`config.mk`:
```
export PLATFORM = sky130hd
export DESIGN_NAME = alu_issue_seq
export DESIGN_NICKNAME = d
export VERILOG_FILES = /design/src/rtl/alu_issue_seq.sv
export SDC_FILE = /design/constraint.sdc
export NUM_CORES = 2
export LEC_CHECK = 0
export CAP_MARGIN = 25
export CORE_AREA = 5 5 415 417
export CTS_CLUSTER_DIAMETER = 150
export DETAILED_ROUTE_END_ITERATION = 7
export DIE_AREA = 0 0 420 422
export MAX_ROUTING_LAYER = met4
export PLACE_DENSITY = 0.59
export SYNTH_ARGS = -nofsm -noshare
export SYNTH_HDL_FRONTEND = slang
export SYNTH_SLANG_ARGS = --single-unit
```
`constraint.sdc`:
```
create_clock -name clk -period 6.5 [get_ports clk]
set_input_delay 1.3 -clock clk [delete_from_list [all_inputs] [get_ports clk]]
set_output_delay 1.3 -clock clk [all_outputs]
set_load 0.03 [all_outputs]
```
`src/rtl/alu_issue_seq.sv`:
```
// Issue/writeback sequencer around the RV32I ALU: decode, operand fetch, one ALU_EN pulse, writeback.
// Optional retire/illegal counters are compiled in with ALU_ISSUE_SEQ_RETIRE_CNT_EN.
module alu_issue_seq #(
  parameter int XLEN  = 32,
  parameter int NREGS = 32
) (
  input  logic            clk,
  input  logic            rst_n,
  input  logic            in_valid,
  output logic            in_ready,
  input  logic [31:0]     in_instr,
  output logic [XLEN-1:0] alu_a,
  output logic [XLEN-1:0] alu_b,
  output logic [2:0]      alu_func,
  output logic [6:0]      alu_opcode,
  output logic            alu_en,
  input  logic [XLEN-1:0] alu_y,
  output logic            done,
  output logic            illegal,
  input  logic [4:0]      dbg_addr,
  output logic [XLEN-1:0] dbg_data
`ifdef ALU_ISSUE_SEQ_RETIRE_CNT_EN
  ,
  output logic [31:0]     retire_cnt,
  output logic [15:0]     illegal_cnt
`endif
);

  localparam logic [6:0] OP_R = 7'b0110011;
  localparam logic [6:0] OP_I = 7'b0010011;

  localparam logic [2:0] F_ADD = 3'b000;
  localparam logic [2:0] F_SUB = 3'b001;
  localparam logic [2:0] F_AND = 3'b010;
  localparam logic [2:0] F_OR  = 3'b011;
  localparam logic [2:0] F_XOR = 3'b100;
  localparam logic [2:0] F_SLL = 3'b101;
  localparam logic [2:0] F_SRL = 3'b110;

  typedef enum logic [1:0] {S_IDLE, S_DECODE, S_EXEC, S_WB} state_t;

  typedef struct packed {
    logic            legal;
    logic [2:0]      func;
    logic [XLEN-1:0] b;
  } dec_t;

  state_t          state, state_nxt;
  logic [31:0]     instr;
  logic [XLEN-1:0] rf [NREGS];
  logic [XLEN-1:0] rs1_val, rs2_val;
  dec_t            dec;

  logic [6:0] opcode, funct7;
  logic [2:0] funct3;
  logic [4:0] rd, rs1, rs2;

  assign opcode = instr[6:0];
  assign rd     = instr[11:7];
  assign funct3 = instr[14:12];
  assign rs1    = instr[19:15];
  assign rs2    = instr[24:20];
  assign funct7 = instr[31:25];

  assign rs1_val  = (rs1 == 5'd0) ? '0 : rf[rs1];
  assign rs2_val  = (rs2 == 5'd0) ? '0 : rf[rs2];
  assign dbg_data = (dbg_addr == 5'd0) ? '0 : rf[dbg_addr];

  // Decode of the latched instruction; only meaningful while in DECODE.
  always_comb begin
    dec       = '0;
    dec.legal = (opcode == OP_R) || (opcode == OP_I);
    dec.b     = (opcode == OP_R) ? rs2_val : {{(XLEN-12){instr[31]}}, instr[31:20]};
    case (funct3)
      3'b000: begin
        if (opcode == OP_R && funct7 == 7'b0100000) dec.func = F_SUB;
        else if (opcode == OP_R && funct7 != 7'b0000000) dec.legal = 1'b0;
        else dec.func = F_ADD;
      end
      3'b111: dec.func = F_AND;
      3'b110: dec.func = F_OR;
      3'b100: dec.func = F_XOR;
      3'b001: begin
        dec.func = F_SLL;
        if (funct7 != 7'b0000000) dec.legal = 1'b0;
      end
      3'b101: begin
        dec.func = F_SRL;
        if (funct7 != 7'b0000000) dec.legal = 1'b0;
      end
      default: dec.legal = 1'b0;
    endcase
    // Immediate shifts carry only the 5-bit shamt; upper imm bits are funct7.
    if (opcode == OP_I && (funct3 == 3'b001 || funct3 == 3'b101))
      dec.b = {{(XLEN-5){1'b0}}, instr[24:20]};
  end

  always_ff @(posedge clk or negedge rst_n) begin
    if (!rst_n) state <= S_IDLE;
    else        state <= state_nxt;
  end

  always_comb begin
    state_nxt = state;
    case (state)
      S_IDLE:   if (in_valid) state_nxt = S_DECODE;
      S_DECODE: state_nxt = dec.legal ? S_EXEC : S_IDLE;
      S_EXEC:   state_nxt = S_WB;
      S_WB:     state_nxt = S_IDLE;
      default:  state_nxt = S_IDLE;
    endcase
  end

  // Moore outputs straight off the state register, so reset clears them asynchronously.
  always_comb begin
    in_ready = (state == S_IDLE);
    alu_en   = (state == S_EXEC);
    done     = (state == S_WB);
    illegal  = (state == S_DECODE) && !dec.legal;
  end

  always_ff @(posedge clk or negedge rst_n) begin
    if (!rst_n) begin
      instr      <= '0;
      alu_a      <= '0;
      alu_b      <= '0;
      alu_func   <= '0;
      alu_opcode <= '0;
    end else begin
      if (state == S_IDLE && in_valid) instr <= in_instr;
      if (state == S_DECODE && dec.legal) begin
        alu_a      <= rs1_val;
        alu_b      <= dec.b;
        alu_func   <= dec.func;
        alu_opcode <= opcode;
      end
    end
  end

  always_ff @(posedge clk or negedge rst_n) begin
    if (!rst_n) begin
      for (int i = 0; i < NREGS; i++) rf[i] <= '0;
    end else if (state == S_WB && rd != 5'd0) begin
      rf[rd] <= alu_y;
    end
  end

`ifdef ALU_ISSUE_SEQ_RETIRE_CNT_EN
  always_ff @(posedge clk or negedge rst_n) begin
    if (!rst_n) begin
      retire_cnt  <= '0;
      illegal_cnt <= '0;
    end else begin
      if (done) retire_cnt <= retire_cnt + 32'd1;
      if (illegal && illegal_cnt != 16'hFFFF) illegal_cnt <= illegal_cnt + 16'd1;
    end
  end
`endif

endmodule

```
==> flow_results.org <==
** Logic synthesis
- Largest cells by area after synthesis :: sky130_fd_sc_hd__dfrtp_1, sky130_fd_sc_hd__mux4_2, sky130_fd_sc_hd__mux2_2
- Counting flops with a built-in enable in the synthesized netlist gives 0.
- Sequential area share after synthesis :: 42.5%
- Share of the synthesized area in the top cell type :: 42.5%
- Ranked by instance count, the synthesized netlist is headed by sky130_fd_sc_hd__dfrtp_1, sky130_fd_sc_hd__mux2_2, sky130_fd_sc_hd__mux4_2, sky130_fd_sc_hd__clkbuf_1, sky130_fd_sc_hd__mux2i_1.
- Counting flops and latches in the post-synthesis netlist gives 1132.
- Netlist area before placement :: 0.0667 mm2
- Proportion of synthesized flip-flops having asynchronous set or reset :: 100%
- Post-synth top flop :: sky130_fd_sc_hd__dfrtp_1
- When the netlist entered floorplanning its net count stood at 4563.
- Among all cell types in the netlist, the one instantiated most often is sky130_fd_sc_hd__dfrtp_1.
- Of all cell types, the one taking the most synthesized area is sky130_fd_sc_hd__dfrtp_1.
- Yosys printed 0 warnings.
- After synthesis, the mean cell area works out to 14.9 um2.
- Synthesis produced a netlist whose cell count is 4491.
- Number of different library cells in the post-synthesis netlist :: 49

** Critical path
- Kind of launch point of the worst setup path :: input pin
- The worst register-to-register path begins at instr[22].
- Signal arrival time at the worst endpoint :: 4.62 ns
- Walking the worst path, the cells encountered are buf_8, buf_12, buf_4, mux4_2, mux4_2, mux2i_1, nor2_1, clkdlybuf4s50_1.
- CP Max Fanout :: 32
- Critical Setup Path Class :: input pin to primary output
- The critical path contains buffers and inverters numbering 4 combined.
- STA classifies the critical path endpoint as a primary output.
- The number of cells on the worst reg-to-reg path is 7.
- Critical Path RT :: 5.20 ns
- End of the worst register-to-register path :: alu_b[19]
- Cell repeated most along the worst path :: sky130_fd_sc_hd__mux4_2
- The slowest stage of the critical path belongs to the cell sky130_fd_sc_hd__mux2i_1.
- On the worst path, the slowest cell contributes a delay of 0.71 ns.
- On the critical path the largest part of the delay comes from multiplexers.
- Across all register-to-register paths, the minimum setup slack is 2.66 ns.

** Power
- Cell Pwr Density :: 254 mW/mm2
- Switching part of the total :: 30.0%
- In this run, the combinational gates consume 21.0% of the power.
- Internal power comes to 13.4 mW.
- Proportion of power drawn by the clock network :: 39.3%
- Maximum ir drop on the vdd rail :: 0.231 mV
- Switching Power :: 5.74 mW
- Reported leakage power :: 31.9 nW
- Relative contribution of sequential cells to total power :: 39.7%

** STA
- Static timing analysis puts the maximum clock frequency at 0.169 GHz.
- In this run the tightest slew margin relative to its limit is 23.2%.
- Setup repair after global routing left no endpoint under its margin.
- Number of endpoints with negative hold slack in the final report :: 0
- The number of max-slew violations in the final report is 0.
- Period Utilization, post-route :: 91.1%
- Setup violations remaining at the end of the flow were counted as 0.
- Final setup TNS :: 0 ns
- Across all hold checks on the routed design, the worst slack comes to 0.396 ns.
- Final Critical Period :: 5.92 ns
- Worst Max-Slew Pin Slew :: 1.14 ns
- Clock Skew :: 0.0256 ns

** Route
- The count of nets left with antenna violations once routing finished came out at 0.
- Via count of the routed design :: 44900
- After detailed routing, the number of remaining DRC violations is 0.
- In the detailed route, the total length drawn on met2 is 112000 um.
- The detailed router finished its first iteration with 4895 violations.
- DR WL met3 :: 19700 um
- Routed via count divided by cell count :: 6.64
- Top Metal Used :: met4
- Detailed-route wire length :: 242000 um
- M1 WL :: 97700 um
- In the final routed layout, each cell accounts on average for 35.9 um.
- The pre-antenna-repair detailed-routing pass consisted of 5 iterations.

** Global route
- The number of global-route vias before repair was 44900.
- Global-route usage over all layers :: 27.9%
- Antenna violations before repair :: 14
- Entering global routing, the biggest net connects 152 pins.
- The first global-routing pass estimated 347000 um of wire.
- For this run the aggregate overflow at the end of global routing stands at 0.

** Floorplan
- Measured along the y axis, the die boundary spans 422 um.
- The floorplan has 151 rows.
- Starting density of the core :: 39.6%
- In this run the standard cell core region covers 0.168 mm2.
- The die covers 0.177 mm2.
- For this design the top-level I/O count stands at 182.
- In this run the horizontal extent of the chip is 420 um.

** Place
- Detailed placement finished with a half-perimeter wire length of 142000 um.
- The congestion estimate from routability-driven global placement came to 0.856.
- Count of input and output buffers :: 181

** Finish
- Once layout is complete, the utilization of the core stands at 44.9%.
- At the end of the flow, the number of nets in the layout was 4497.
- Relative area change from synthesis to final layout :: 13.2%
- In the final layout, the share of cells above drive strength 1 is 50.3%.

** Worst hold path
- Number of cells on the worst hold path :: 0
- The worst hold path belongs to the class flop to flop.
- Start point of the worst hold path :: rf[996]
- Endpoint of the worst hold-timing path :: rf[996]

** Clock tree
- Clock buffers created by TritonCTS :: 121
- CTS sink count :: 1132
- The clock passes through at most 3 buffers.
- The root buffer cell chosen for the clock tree is sky130_fd_sc_hd__clkbuf_16.
- Htree depth :: 3
- Clock transition at the registers of the reported paths :: 0.06 ns
- After clock tree synthesis, the setup repair step added 0 buffers.
- The clock reaches the later pin of the worst-skew pair after 0.77 ns.
- CTS resizes :: 0
- TritonCTS built the clock tree.
- # hold bufs at CTS :: 0

** Status
- The flow ran to the end, and the final reports show no timing, DRC or antenna violations.

** Job
- The tool flagged a number of max-cap violations equal to 0.
==> per-layer routing <==
layer  vias to the layer above  track usage [%]
met5                         -                -
met4                         0             12.9
met3                       540             5.37
met2                      2390             41.5
met1                     24300             37.2
li1                      17600                -
==> how the worst max path moves through the flow <==
stage	startpoint	endpoint	slack [ns]	cells after the start
after CTS	dbg_addr[0]	dbg_data[31]	0.60	8
after global routing	dbg_addr[0]	dbg_data[31]	0.54	8
final	dbg_addr[0]	dbg_data[31]	0.58	8
after detailed placement	dbg_addr[0]	dbg_data[31]	0.61	8
after global placement	dbg_addr[0]	dbg_data[31]	0.61	8
after floorplan	dbg_addr[0]	dbg_data[10]	1.98	6
==> cells in the final DEF, fill, tap and decap left out, types with 22 or more instances in the layout <==
master / synthesis / layout
sky130_fd_sc_hd__mux2i_1: 251 / 251
sky130_fd_sc_hd__o221ai_1: 37 / 37
sky130_fd_sc_hd__mux2_2: 1087 / 1087
sky130_fd_sc_hd__a22oi_1: 22 / 22
sky130_fd_sc_hd__clkdlybuf4s50_1: 0 / 175
sky130_fd_sc_hd__buf_4: 33 / 108
sky130_fd_sc_hd__a221o_1: 31 / 31
sky130_fd_sc_hd__nand2_1: 113 / 98
sky130_fd_sc_hd__o21ai_0: 67 / 67
sky130_fd_sc_hd__mux4_2: 754 / 754
sky130_fd_sc_hd__clkbuf_1: 276 / 23
sky130_fd_sc_hd__clkbuf_16: 0 / 131
sky130_fd_sc_hd__clkinv_2: 0 / 24
sky130_fd_sc_hd__o22ai_1: 57 / 57
sky130_fd_sc_hd__nor2_1: 101 / 83
sky130_fd_sc_hd__dfrtp_1: 1132 / 1122
sky130_fd_sc_hd__buf_12: 0 / 31
sky130_fd_sc_hd__a21oi_1: 144 / 143
sky130_fd_sc_hd__clkbuf_8: 0 / 27
==> power by group through the flow <==
stage	Combinational, mW	Clock (mW)	Sequential (mW)
after floorplan	2.51	0	7.64
after global placement	3.94	0	7.71
after detailed placement	3.96	0	7.72
after CTS	3.97	7.64	7.60
after global routing	4.18	7.92	7.63
final	4.02	7.53	7.60
==> final cells by class <==
type / instances / area, um2
inverters: 2 / 7.51
multi-input cells: 2826 / 36300
diodes: 7 / 17.5
flip-flops and latches: 1132 / 28400
well taps: 2218 / 2780
fillers: 14700 / 92800
clock buffers: 175 / 3590
repair buffers: 342 / 3770
clock inverters: 55 / 718
==> kinds of logic (layout without fill, tap and decap cells) <==
group,count (synthesis),in the layout,synth area share [%]
muxes,2106,2106,47.9
DFF,1132,1132,42.5
buffers and inverters,533,574,3.61
AOI/OAI and AO/OA,391,391,3.69
and+or+nand+nor,329,329,2.30
other,0,7,0
==> sequential cells by signal (all words and copies together) (netlist names), named ones only <==
register,count
alu_a,32
alu_b,32
alu_func,3
alu_opcode,7
instr,32
rf,1024
state,1
==> stage by stage <==
step | setup WS (ns) | instances | area (um2) | power, mW
final | 0.577 | 6757 | 75500 | 19.1
after global routing | 0.535 | 6755 | 75500 | 19.7
after CTS | 0.601 | 6735 | 75200 | 19.2
after detailed placement | 0.614 | 6505 | 70900 | 11.7
after global placement | 0.612 | 6496 | 70700 | 11.7
after floorplan | 1.98 | 4491 | 66700 | 10.1
==> worst reg2reg max path, delay by kind of cell, from the launching register on <==
kind / cells / cell delay (ns)
flip-flops: 1 / 0.83
AO/OA/AOI/OAI: 1 / 0.18
multiplexers: 2 / 0.61
buffers and inverters: 2 / 1.03
AND/OR/NAND/NOR: 2 / 1.02
No activity file was read; power rests on OpenSTA's default activity.
